==> src/rtl/serial_adder_pkg.sv <==
// Shared types and constants for the bit-serial adder.
package serial_adder_pkg;

    // Controller states
    typedef enum logic [1:0] {
        IDLE = 2'd0,
        ADD  = 2'd1,
        DONE = 2'd2
    } state_e;

    // Supported operand width range
    localparam int unsigned WIDTH_MIN = 2;
    localparam int unsigned WIDTH_MAX = 32;

endpackage

==> src/rtl/fa_slice.sv <==
// Combinational full-adder slice built from two half adders and an OR.
module fa_slice (
    input  logic a_i,
    input  logic b_i,
    input  logic c_i,
    output logic s_o,
    output logic c_o
);

    logic ha0_s;
    logic ha0_c;
    logic ha1_c;

    // First half adder on the operand bits, second folds in the carry
    always_comb begin
        ha0_s = a_i ^ b_i;
        ha0_c = a_i & b_i;
        s_o   = ha0_s ^ c_i;
        ha1_c = ha0_s & c_i;
        c_o   = ha0_c | ha1_c;
    end

endmodule

==> src/rtl/serial_adder.sv <==
// Bit-serial adder: one full-adder slice iterated LSB-first over WIDTH bits,
// with a start/busy/done handshake. Result is held until the next operation.
// Optional feature: define SERIAL_ADDER_OVF_EN to add the signed-overflow output.
module serial_adder
    import serial_adder_pkg::*;
#(
    parameter int unsigned WIDTH = 8
) (
    input  logic             clk,
    input  logic             rst,
    input  logic             start,
    input  logic [WIDTH-1:0] a,
    input  logic [WIDTH-1:0] b,
    input  logic             cin,
    output logic             busy,
    output logic             done,
    output logic [WIDTH-1:0] sum,
    output logic             cout
`ifdef SERIAL_ADDER_OVF_EN
    ,
    output logic             ovf
`endif
);

    localparam int unsigned CntW = $clog2(WIDTH);

    if (WIDTH < WIDTH_MIN || WIDTH > WIDTH_MAX) begin : g_bad_width
        $error("serial_adder: WIDTH out of supported range");
    end

    state_e           state_q, state_d;
    logic [WIDTH-1:0] a_sr_q, a_sr_d;
    logic [WIDTH-1:0] b_sr_q, b_sr_d;
    logic [WIDTH-1:0] s_sr_q, s_sr_d;
    logic             carry_q, carry_d;
    logic [CntW-1:0]  cnt_q, cnt_d;
    logic [WIDTH-1:0] sum_q, sum_d;
    logic             cout_q, cout_d;
`ifdef SERIAL_ADDER_OVF_EN
    logic             carry_msb_q, carry_msb_d;
    logic             ovf_q, ovf_d;
`endif

    logic fa_s;
    logic fa_co;
    logic last_bit;
    // The LSB of the sum shift register is shifted out and never consumed
    logic unused_s_lsb;

    assign unused_s_lsb = s_sr_q[0];

    fa_slice u_fa_slice (
        .a_i (a_sr_q[0]),
        .b_i (b_sr_q[0]),
        .c_i (carry_q),
        .s_o (fa_s),
        .c_o (fa_co)
    );

    assign last_bit = (cnt_q == CntW'(WIDTH - 1));

    // Next-state and datapath update
    always_comb begin
        state_d = state_q;
        a_sr_d  = a_sr_q;
        b_sr_d  = b_sr_q;
        s_sr_d  = s_sr_q;
        carry_d = carry_q;
        cnt_d   = cnt_q;
        sum_d   = sum_q;
        cout_d  = cout_q;
`ifdef SERIAL_ADDER_OVF_EN
        carry_msb_d = carry_msb_q;
        ovf_d       = ovf_q;
`endif
        unique case (state_q)
            IDLE: begin
                if (start) begin
                    state_d = ADD;
                    a_sr_d  = a;
                    b_sr_d  = b;
                    carry_d = cin;
                    s_sr_d  = '0;
                    cnt_d   = '0;
`ifdef SERIAL_ADDER_OVF_EN
                    carry_msb_d = 1'b0;
`endif
                end
            end
            ADD: begin
                a_sr_d  = a_sr_q >> 1;
                b_sr_d  = b_sr_q >> 1;
                s_sr_d  = {fa_s, s_sr_q[WIDTH-1:1]};
                carry_d = fa_co;
                cnt_d   = cnt_q + 1'b1;
`ifdef SERIAL_ADDER_OVF_EN
                // Carry out of bit WIDTH-2 is the carry entering the MSB
                if (cnt_q == CntW'(WIDTH - 2)) begin
                    carry_msb_d = fa_co;
                end
`endif
                if (last_bit) begin
                    sum_d   = {fa_s, s_sr_q[WIDTH-1:1]};
                    cout_d  = fa_co;
                    state_d = DONE;
`ifdef SERIAL_ADDER_OVF_EN
                    ovf_d   = carry_msb_q ^ fa_co;
`endif
                end
            end
            DONE: begin
                state_d = IDLE;
            end
            default: begin
                state_d = IDLE;
            end
        endcase
    end

    // State registers with synchronous reset
    always_ff @(posedge clk) begin
        if (rst) begin
            state_q <= IDLE;
            a_sr_q  <= '0;
            b_sr_q  <= '0;
            s_sr_q  <= '0;
            carry_q <= 1'b0;
            cnt_q   <= '0;
            sum_q   <= '0;
            cout_q  <= 1'b0;
`ifdef SERIAL_ADDER_OVF_EN
            carry_msb_q <= 1'b0;
            ovf_q       <= 1'b0;
`endif
        end else begin
            state_q <= state_d;
            a_sr_q  <= a_sr_d;
            b_sr_q  <= b_sr_d;
            s_sr_q  <= s_sr_d;
            carry_q <= carry_d;
            cnt_q   <= cnt_d;
            sum_q   <= sum_d;
            cout_q  <= cout_d;
`ifdef SERIAL_ADDER_OVF_EN
            carry_msb_q <= carry_msb_d;
            ovf_q       <= ovf_d;
`endif
        end
    end

    // Moore outputs decoded from registered state
    always_comb begin
        busy = (state_q != IDLE);
        done = (state_q == DONE);
        sum  = sum_q;
        cout = cout_q;
`ifdef SERIAL_ADDER_OVF_EN
        ovf  = ovf_q;
`endif
    end

endmodule

==> config.mk <==
export PLATFORM = sky130hd
export DESIGN_NAME = serial_adder
export DESIGN_NICKNAME = d
export VERILOG_FILES = /design/src/rtl/serial_adder_pkg.sv /design/src/rtl/fa_slice.sv /design/src/rtl/serial_adder.sv
export SDC_FILE = /design/constraint.sdc
export NUM_CORES = 1
export LEC_CHECK = 0
export ABC_AREA = 1
export BUFFER_PORTS_ARGS = -buffer_cell sky130_fd_sc_hd__buf_2
export CORE_MARGIN = 1.5
export CORE_UTILIZATION = 42
export CTS_CLUSTER_SIZE = 28
export DETAILED_ROUTE_END_ITERATION = 12
export PLACE_DENSITY = 0.73
export SYNTH_ARGS = -nofsm -noshare
export SYNTH_HDL_FRONTEND = slang
export SYNTH_HIERARCHICAL = 1
export SYNTH_SLANG_ARGS = --single-unit
==> constraint.sdc <==
create_clock -name clk -period 1.62 [get_ports clk]
set_clock_uncertainty 0.2 [all_clocks]
set_input_delay 0.162 -clock clk [delete_from_list [all_inputs] [get_ports clk]]
set_output_delay 0.162 -clock clk [all_outputs]
set_load 0.01 [all_outputs]
## After elaboration in Yosys (flattened, before gate mapping)

Index checks and enable logic that the tools add are counted.

- Bits in writable memories: 0
- Register bits: 39
- Bits in latches: 0
- Memories: 0
- Input port bits: 20
- Output and inout bits: 11
- Memory bits (read-only): 0

- Equal/unequal tests: 5
- Multiplexer cells: 13
- $mul: 0
- Divide/modulo/power cells: 0
- Reduce and logical (&&, ||, !) cells: 6
- Add/subtract/negate cells: 1
- Magnitude comparators: 0
- Shifts and indexed selects: 0
- Bitwise operators: 5

Operator list:

| cell | number |
|---|---|
| $pmux 8 s2 | 3 |
| $mux 8 | 3 |
| $pmux 3 s2 | 1 |
| $reduce_and 2->1 | 3 |
| $mux 2 | 2 |
| $ne 2x2->1 const B | 2 |
| $pmux 2 s2 | 1 |
| $reduce_bool 2->1 | 2 |
| $add 3x1->3 const B | 1 |
| $eq 3x3->1 const B | 1 |
| $mux 3 | 1 |
| $and 1x1->1 | 2 |
| $eq 2x1->1 const B | 1 |
| $eq 2x2->1 const B | 1 |
| $logic_not 2->1 | 1 |
| $pmux 1 s2 | 1 |
| $xor 1x1->1 | 2 |
| $mux 1 | 1 |
| $or 1x1->1 | 1 |

## Longest topological paths before layout

Gate-level depths: netlist of run 1.

- Word-level depth: 4
- Gate-level depth with buffers: 8
- Depth with buffers taken out: 8

## Cells and area by module

The synthesis of run 1 kept the hierarchy.

Modules (own cells, without submodules):

| module | area each (um2) | cells an instance | instances |
|---|---|---|---|
| serial_adder | 1667.8 | 252 | 1 |
| fa_slice | 20.0 | 1 | 1 |

## Worst setup path after synthesis of run 1

Ideal clock, no wire load.

- Kind: reg2reg
- Start point: register cnt_q[0]
- End point: register sum_q[7], in the netlist sum[7]
- Cell stages (with the launch flop): 9
- Setup slack: 0.260 ns
- Arrival: 1.047 ns
- Buffers on the path: 0
- Required time: 1.307 ns
- Cells stage by stage: dfxtp_1 > ha_1 > ha_1 > nand2_2 > nor2_2 > nand2_1 > clkinv_2 > nand2_1 > nand2_1

- Longest elaborated chain between the ends: 2

Ends and longest elaborated chain:

| item | line | text |
|---|---|---|
| start: declaration | serial_adder.sv:36 | `logic [CntW-1:0] cnt_q, cnt_d;` |
| start signal: assignment | serial_adder.sv:141 | `cnt_q <= cnt_d;` |
| $eq 3x3->1 | serial_adder.sv:60 | `assign last_bit = (cnt_q == CntW'(WIDTH - 1));` |
| $reduce_and 2->1 (no source line) | n/a |  |
| end signal: assignment | serial_adder.sv:142 | `sum_q <= sum_d;` |
| end: declaration | serial_adder.sv:37 | `logic [WIDTH-1:0] sum_q, sum_d;` |

Every way passes these cells.
A chain may end at the register's enable or synchronous reset.

## Worst setup path in the final report of run 1

- Start point: input start
- End point: register s_sr_q[4]

- Longest elaborated chain between the ends: 2

Ends and longest elaborated chain:

| item | line | text |
|---|---|---|
| start: declaration | serial_adder.sv:11 | `input logic start,` |
| $ne 2x2->1 (no source line) | n/a |  |
| $reduce_and 2->1 (no source line) | n/a |  |
| end signal: assignment | serial_adder.sv:139 | `s_sr_q <= s_sr_d;` |
| end: declaration | serial_adder.sv:34 | `logic [WIDTH-1:0] s_sr_q, s_sr_d;` |

Every way passes these cells.

==> impl_metrics.env, run 1 <==
export IMPL_grt_usage=0.185
export IMPL_tns_ps=0
export IMPL_p_per_area_nw_per_um2=898
export IMPL_cts_root_buffer="clkbuf_8"
export IMPL_clkTransAtPathRegs_ps=70
export IMPL_setup_viol=0
export IMPL_path_max_fanout=40
export IMPL_yosysWarningCount=6
export IMPL_hold_class="in2reg"
export IMPL_syn_num_nets=276
export IMPL_pre_cts_ws_ps=166
export IMPL_p_sw_frac=0.253
export IMPL_grt_pass1_vias=1514
export IMPL_stdcell_area_um2=2170
export IMPL_gp_congestion=0.743
export IMPL_arrival_ps=1570
export IMPL_fin_hold_ws_ps=-2.37
export IMPL_hold_depth=5
export IMPL_cpMaxStageDelayCell="dlygate4sd3_1"
export IMPL_hpwlAfterDp_um=2380
export IMPL_syn_area_per_cell_um2=6.67
export IMPL_final_util=0.575
export IMPL_cts_setup_buffers=0
export IMPL_synthTopCellsByArea="dfxtp_1, nand2_1, inv_1, a21oi_1, nor2_1"
export IMPL_drv_slew=0
export IMPL_p_sw_mw=0.491
export IMPL_p_int_mw=1.45
export IMPL_antenna_found_initial=0
export IMPL_use_met1=0.212
export IMPL_synth_top_area_share=0.451
export IMPL_dpl_cell_area_um2=1930
export IMPL_cts_htree_levels=2
export IMPL_placed_cells=331
export IMPL_cts_buffers=5
export IMPL_wirelength_um=3710
export IMPL_hold_viol_final=1
export IMPL_die_h_um=66.4
export IMPL_cts_buffer_depth=2
export IMPL_grt_start_max_net_pins=41
export IMPL_drcViolationCount=0
export IMPL_crit_type="in2reg"
export IMPL_nets=327
export IMPL_outcome="finished with violations"
export IMPL_synth_cell_type_count=21
export IMPL_synth_area_um2=1690
export IMPL_drt_antenna_violating_nets=0
export IMPL_synthFlopType="dfxtp_1"
export IMPL_fin_ws_ps=64.7
export IMPL_drive_above_1_share=0.180
export IMPL_ys_seq_area_frac=0.451
export IMPL_num_rows=22
export IMPL_clock_latency_ps=290
export IMPL_period_needed_ps=1560
export IMPL_grt_ovfl_total=0
export IMPL_synth_edf_count=0
export IMPL_syn_to_final_growth_pct=28.4
export IMPL_worstPathCellList="dlygate4sd3_1 > buf_2 > o21ai_2 > buf_12 > nand2_1 > a21oi_1"
export IMPL_crit_path_max_incr_delay_ps=540
export IMPL_coreArea_um2=3770
export IMPL_synth_largest_area_cell="dfxtp_1"
export IMPL_synth_common_cells="nand2_1, dfxtp_1, inv_1"
export IMPL_maxSlewHeadroom=0.816
export IMPL_dr_pass1_iters=6
export IMPL_diodes=0
export IMPL_vias=1598
export IMPL_end_kind="register"
export IMPL_grt_util_met2=0.300
export IMPL_critPathLaunchType="input pin"
export IMPL_total_power_mw=1.95
export IMPL_io_pin_count=31
export IMPL_combPwrFrac=0.148
export IMPL_violations="negative hold slack"
export IMPL_fillers=354
export IMPL_routedWlPerCell_um=10.5
export IMPL_fin_cells=353
export IMPL_ir_drop_v=0.000465
export IMPL_die_width_um=66.4
export IMPL_clock_sinks=38
export IMPL_grt_met3_usage=0.0494
export IMPL_dieArea_um2=4410
export IMPL_fin_crit_sh=0.960
export IMPL_initial_core_util=0.448
export IMPL_grt_pass1_wl_um=6160
export IMPL_synthArstFlopShare=0
export IMPL_drt_iter0_drc=85
export IMPL_cts_tree="built"
export IMPL_required_ps=1630
export IMPL_p_clk_frac=0.337
export IMPL_numPortBuffers=30
export IMPL_syn_inst=253
export IMPL_rsz0062_at_grt="no"
export IMPL_max_freq_mhz=643
export IMPL_ys_ff_latch=38
export IMPL_synth_most_common_cell="nand2_1"
export IMPL_grt_busiest_layer="met2"
export IMPL_r2r_cells=8
export IMPL_p_leak_nw=1.12
export IMPL_maxCapViolations=0
export IMPL_via_per_inst=4.53
export IMPL_p_seq_frac=0.514
export IMPL_tightest_slew_ps=277
[per-layer routing]
layer / part of all wire / vias up
met4: 0.033 / 0
met1: 0.46 / 700
li1: - / 853
met2: 0.47 / 32
met3: 0.035 / 13
met5: 0 / -
[registers in the layout, summed over array words and instances (netlist names)]
signal,flops
a_sr_q,8
b_sr_q,8
carry_q,1
cnt_q,3
cout,1
s_sr_q,7
state_q,2
sum,8
[cells in the final DEF, fill, tap and decap left out, drive strengths merged]
cell type,instances
inv,37
fa,1
buf,40
a21oi,26
dfxtp,38
o21ai,4
clkinv,4
nor2,25
ha,2
nand2,98
nand3,9
clkbuf,7
dlygate4sd3,14
[power groups by stage]
stage	Sequential, mW	Clock (mW)	Combinational [mW]
2_1_floorplan	1.02	0	0.181
3_3_place_gp	1.02	0	0.256
3_5_place_dp	1.02	0	0.261
4_1_cts	1.00	0.676	0.288
5_1_grt	1.01	0.718	0.326
6_report	1.00	0.656	0.289
[path summary, 6_finish.rpt]
check	from	to	slack, ps
max reg2reg	cnt_q[0]$_SDFFE_PP0P_	sum[5]$_SDFFE_PP0P_	160
max	start	s_sr_q[4]$_SDFFE_PP0P_	60
min reg2reg	a_sr_q[7]$_SDFFE_PP0P_	a_sr_q[7]$_SDFFE_PP0P_	260
min	a[4]	a_sr_q[4]$_SDFFE_PP0P_	-2
[critical path: cells and delay by family]
kind,cells,cell delay [ps]
AO/OA/AOI/OAI,2,400
buffers and inverters,3,940
AND/OR/NAND/NOR,1,80
[timing repair]
| item | in CTS | in global routing |
|---|---|---|
| resized for setup | 0 | 2 |
| setup endpoints to repair | 0 | 2 |
| endpoints found under the hold margin | 13 | 0 |
| hold buffers | 14 | 0 |
[area by class of cell]
cell class,instances,area [um2],share of cell area
inverters,40,151,0.0699
clock inverters,1,5.00,0.00231
multi-input cells,165,726,0.335
flip-flops and latches,38,761,0.351
repair buffers,54,378,0.174
well taps,48,60.1,0.0277
clock buffers,7,86.3,0.0398
[cells by family after synthesis]
group                      after synthesis  synth area share
AOI/OAI and AO/OA                       30            0.0912
and+or+nand+nor                        132             0.308
adders and majority gates                3            0.0267
buffers and inverters                   50             0.124
DFF                                     38             0.451
Power figures use the tool's default switching activity.
==> run 2: changes to the inputs <==
PLACE_DENSITY = 0.67   (was 0.73)
clock period = 1.95 ns   (was 1.62 ns; I/O delays follow)
==> impl_metrics.env, run 2 (synthesis results as in run 1) <==
export IMPL_nets=309
export IMPL_via_per_inst=4.47
export IMPL_end_kind="primary output"
export IMPL_cts_htree_levels=2
export IMPL_grt_pass1_wl_um=5950
export IMPL_rrSetupSlack_ps=440
export IMPL_grt_ovfl_total=0
export IMPL_initial_core_util=0.448
export IMPL_cts_buffer_depth=2
export IMPL_rr_endpoint="sum[1]$_SDFFE_PP0P_"
export IMPL_maxSlewHeadroom=0.817
export IMPL_cts_setup_buffers=0
export IMPL_numPortBuffers=30
export IMPL_multi_input_area_um2=718
export IMPL_tns_ps=0
export IMPL_drt_antenna_violating_nets=0
export IMPL_gp_congestion=0.748
export IMPL_layout_common_cells="nand2_1, dfxtp_1, inv_1, buf_2, a21oi_1"
export IMPL_cts_resized=0
export IMPL_p_leak_nw=1.06
export IMPL_syn_to_final_growth_pct=21.2
export IMPL_vias=1497
export IMPL_num_rows=22
export IMPL_hpwlAfterDp_um=2230
export IMPL_cts_buffers=5
export IMPL_stdcell_area_um2=2050
export IMPL_fin_ws_ps=405
export IMPL_setup_viol=0
export IMPL_required_ps=1550
export IMPL_antenna_found_initial=0
export IMPL_crit_type="reg2out"
export IMPL_diodes=0
export IMPL_tightest_slew_ps=273
export IMPL_period_needed_ps=1540
export IMPL_pre_cts_ws_ps=443
export IMPL_die_width_um=66.4
export IMPL_io_pin_count=31
export IMPL_clock_sinks=38
export IMPL_grt_start_max_net_pins=44
export IMPL_layout_commonest_cell="nand2_1"
export IMPL_hold_viol_final=0
export IMPL_arrival_ps=1150
export IMPL_routedWlPerCell_um=10.0
export IMPL_dpl_cell_area_um2=1880
export IMPL_dieArea_um2=4410
export IMPL_cts_root_buffer="clkbuf_8"
export IMPL_p_per_area_nw_per_um2=905
export IMPL_fin_crit_sh=0.792
export IMPL_ir_drop_v=0.000633
export IMPL_final_util=0.542
export IMPL_fin_hold_ws_ps=13.0
export IMPL_hold_depth=3
export IMPL_dr_pass1_iters=6
export IMPL_holdPathEnd="a_sr_q[7]$_SDFFE_PP0P_"
export IMPL_clock_latency_ps=280
export IMPL_grt_pass1_vias=1383
export IMPL_path_max_fanout=9
export IMPL_grt_usage=0.173
export IMPL_clkTransAtPathRegs_ps=80
export IMPL_die_h_um=66.4
export IMPL_hp_start="start"
export IMPL_max_freq_mhz=647
export IMPL_rsz0062_at_grt="no"
export IMPL_hold_class="in2reg"
export IMPL_r2r_start="cnt_q[0]$_SDFFE_PP0P_"
export IMPL_maxCapViolations=0
export IMPL_r2r_cells=8
export IMPL_seqCellArea_um2=761
export IMPL_coreArea_um2=3770
export IMPL_critPathLaunchType="register"
export IMPL_cts_tree="built"
export IMPL_drt_iter0_drc=119
export IMPL_drcViolationCount=0
export IMPL_drv_slew=0
export IMPL_wirelength_um=3360
export IMPL_fillers=395
export IMPL_drive_above_1_share=0.171
export IMPL_outcome="finished clean"
## run 2: how the worst max path moves through the flow
stage                                  startpoint                    end  slack, ps  cells past startpoint
after floorplan             cnt_q[0]$_SDFFE_PP0P_    sum[7]$_SDFFE_PP0P_        590                      8
after global placement      cnt_q[0]$_SDFFE_PP0P_    sum[2]$_SDFFE_PP0P_        460                      8
after detailed placement  state_q[1]$_SDFFE_PP0P_  cnt_q[0]$_SDFFE_PP0P_        440                      5
after CTS                 state_q[0]$_SDFFE_PP0P_                   busy        400                      4
after global routing        cnt_q[0]$_SDFFE_PP0P_    sum[7]$_SDFFE_PP0P_        270                      8
final                     state_q[0]$_SDFFE_PP0P_                   busy        410                      4
## run 2: power breakdown
group          internal, mW  switching (mW)
clock network         0.546           0.268
registers             0.814          0.0162
logic                0.0834           0.123
## run 2: critical path, cell delays in order (launching register included)
cell	delay [ps]
dfxtp_1	350
buf_4	180
nor2_1	150
inv_1	50
buf_2	130
## run 2: per-layer routing
metal,global-route usage,wire length [um]
met5,0,0
met4,0.0383,18
met1,0.235,1700
met2,0.279,1530
met3,0.0409,117
## run 2: cell type report
type / instances / area share
Sequential cell: 38 / 0.372
Multi-Input combinational cell: 165 / 0.351
Timing Repair Buffer: 36 / 0.104
Inverter: 40 / 0.0740
Clock buffer: 6 / 0.0404
Clock inverter: 2 / 0.0294
Tap cell: 48 / 0.0294
## run 2: through the flow
step | std cells | total power [mW]
after global routing | 335 | 1.94
after global placement | 325 | 1.05
after CTS | 335 | 1.87
after floorplan | 253 | 0.995
final | 335 | 1.85
after detailed placement | 325 | 1.05
## run 2: repair_timing
item / 4_1_cts / 5_1_grt
hold endpoints to repair: 2 / 0
setup endpoints to repair: 0 / 0
hold buffers: 2 / 0
==> run 3: changes to the inputs <==
ABC_AREA = 0   (was 1)
PLACE_DENSITY = 0.7   (was 0.67)
clock period = 1.27 ns   (was 1.95 ns; I/O delays follow)
==> impl_metrics.env, run 3 <==
export IMPL_critical_path_top_delay_family="flip-flops"
export IMPL_critPathLaunchType="register"
export IMPL_grt_pass1_vias=1469
export IMPL_grt_ovfl_total=0
export IMPL_hp_start="rst"
export IMPL_r2r_cells=5
export IMPL_rrSetupSlack_ps=-140
export IMPL_holdPathEnd="b_sr_q[2]$_SDFFE_PP0P_"
export IMPL_worstPathCellList="nor2b_4 > buf_6 > clkbuf_16 > a21oi_2 > o221a_1"
export IMPL_drt_antenna_violating_nets=0
export IMPL_grt_pass1_wl_um=6690
export IMPL_maxCapViolations=0
export IMPL_fin_cells=283
export IMPL_grt_usage=0.209
export IMPL_die_width_um=64.6
export IMPL_p_seq_frac=0.493
export IMPL_antenna_found_initial=0
export IMPL_hold_depth=3
export IMPL_drt_iter0_drc=58
export IMPL_p_sw_frac=0.255
export IMPL_syn_to_final_growth_pct=58.9
export IMPL_p_int_mw=1.95
export IMPL_crit_type="reg2reg"
export IMPL_layout_common_cells="dfxtp_1, buf_2, a21oi_2, dlygate4sd3_1, inv_1"
export IMPL_fin_ws_ps=-135
export IMPL_synth_largest_area_cell="dfxtp_1"
export IMPL_synth_top_area_share=0.478
export IMPL_period_needed_ps=1410
export IMPL_synth_edf_count=0
export IMPL_routedWlPerCell_um=14.8
export IMPL_cp_buffers_inverters=2
export IMPL_diodes=0
export IMPL_total_power_mw=2.62
export IMPL_fin_crit_sh=1.11
export IMPL_hpwlAfterDp_um=2290
export IMPL_num_rows=22
export IMPL_path_max_fanout=5
export IMPL_numPortBuffers=30
export IMPL_p_per_area_nw_per_um2=1030
export IMPL_required_ps=1240
export IMPL_p_clk_frac=0.324
export IMPL_drv_slew=0
export IMPL_rsz0062_at_grt="yes"
export IMPL_synth_common_cells="dfxtp_1, inv_1, nor2_1"
export IMPL_p_sw_mw=0.669
export IMPL_cpMaxStageDelayCell="dfxtp_4"
export IMPL_vias=1457
export IMPL_ys_seq_area_frac=0.478
export IMPL_syn_area_per_cell_um2=9.71
export IMPL_gp_congestion=0.720
export IMPL_via_per_inst=5.15
export IMPL_ys_ff_latch=38
export IMPL_drcViolationCount=0
export IMPL_syn_num_nets=187
export IMPL_tightest_slew_ps=262
export IMPL_end_kind="register"
export IMPL_violations="negative setup slack"
export IMPL_cts_buffers=5
export IMPL_synthFlopType="dfxtp_1"
export IMPL_crit_path_max_incr_delay_ps=390
export IMPL_synthArstFlopShare=0
export IMPL_cts_buffer_depth=2
export IMPL_outcome="finished with violations"
export IMPL_clkTransAtPathRegs_ps=80
export IMPL_synthTopCellsByArea="dfxtp_1, o221a_1, a21oi_2, a22oi_1, a21oi_1"
export IMPL_synth_cell_type_count=26
export IMPL_r2r_start="state_q[0]$_SDFFE_PP0P_"
export IMPL_combPwrFrac=0.183
export IMPL_hold_viol_final=0
export IMPL_die_h_um=64.6
export IMPL_coreArea_um2=3660
export IMPL_initial_core_util=0.435
export IMPL_synth_area_um2=1590
export IMPL_wirelength_um=4190
export IMPL_max_freq_mhz=712
export IMPL_hold_class="in2reg"
export IMPL_maxSlewHeadroom=0.826
export IMPL_arrival_ps=1370
export IMPL_rr_endpoint="a_sr_q[0]$_SDFFE_PP0P_"
export IMPL_drive_above_1_share=0.536
export IMPL_synth_most_common_cell="dfxtp_1"
export IMPL_nets=257
export IMPL_cts_root_buffer="clkbuf_8"
export IMPL_layout_commonest_cell="dfxtp_1"
export IMPL_setup_viol=33
export IMPL_syn_inst=164
export IMPL_grt_start_max_net_pins=27
export IMPL_yosysWarningCount=6
export IMPL_ir_drop_v=0.000798
export IMPL_dr_pass1_iters=4
export IMPL_placed_cells=245
export IMPL_clock_sinks=38
export IMPL_p_leak_nw=0.993
export IMPL_io_pin_count=31
export IMPL_dieArea_um2=4170
export IMPL_clock_latency_ps=290
export IMPL_cts_tree="built"
export IMPL_cts_htree_levels=2
==> run 3: cell families (layout without fill, tap and decap cells) <==
group	Yosys count	count (layout)	synth area share
AOI/OAI and AO/OA	52	52	0.269
DFF	38	38	0.478
adders and majority gates	3	3	0.0283
buffers and inverters	30	100	0.103
muxes	1	1	0.00628
and+or+nand+nor	40	41	0.116
==> run 3: tightest hold or removal path: cells and delay by family <==
family,cells,cell delay (ps)
AOI/OAI and AO/OA,2,160
buffers and inverters,1,240
==> run 3: how the worst max path moves through the flow <==
stage	slack, ps	cells after the start	startpoint	end
after CTS	-110	3	b_sr_q[0]$_SDFFE_PP0P_	s_sr_q[7]$_SDFFE_PP0P_
after floorplan	-70	3	carry_q$_SDFFE_PP0P_	s_sr_q[7]$_SDFFE_PP0P_
after global placement	-210	2	state_q[1]$_SDFFE_PP0P_	b_sr_q[1]$_SDFFE_PP0P_
after global routing	-210	4	state_q[0]$_SDFFE_PP0P_	cnt_q[0]$_SDFFE_PP0P_
after detailed placement	-230	2	state_q[1]$_SDFFE_PP0P_	b_sr_q[4]$_SDFFE_PP0P_
final	-140	5	state_q[0]$_SDFFE_PP0P_	a_sr_q[0]$_SDFFE_PP0P_
==> run 3: routing by layer <==
metal,vias up,GRT usage,share of wire
met1,699,0.260,0.46
li1,718,-,-
met2,33,0.354,0.49
met4,0,0.0638,0.015
met5,-,0,0
met3,7,0.0556,0.031
==> run 3: power groups by stage <==
stage / Clock (mW) / Combinational [mW] / Sequential, mW
after floorplan: 0 / 0.238 / 1.30
after global placement: 0 / 0.301 / 1.31
after detailed placement: 0 / 0.311 / 1.32
after CTS: 0.854 / 0.428 / 1.29
after global routing: 0.915 / 0.516 / 1.30
final: 0.848 / 0.479 / 1.29
==> run 3: area by class of cell <==
class,instances,area [um2]
clock buffer,7,86.3
multi-input combinational,97,890
tap,48,60.1
inverter,17,66.3
fill,259,1130
clock inverter,1,5.00
sequential,38,777
timing repair buffer,75,647
==> run 3: timing repair <==
action                                  CTS  global route
setup buffers                             5             3
gates resized for setup                  19            33
hold endpoints to repair                 19             0
cloned                                    2             1
pin swaps                                 7            15
hold buffers                             20             0
endpoints found under the setup margin   39            40
==> run 3: stage by stage <==
step	instance area [um2]	setup WS, ps	TNS [ps]	utilization	hold slack, ps
after floorplan	1690	-69.0	-1200	-	87.8
after global placement	1920	-206	-3840	0.525	195
after detailed placement	1920	-232	-4880	0.525	194
after CTS	2380	-108	-1910	0.650	44.7
after global routing	2530	-205	-4660	0.691	82.7
final	2530	-135	-2710	0.691	74.0
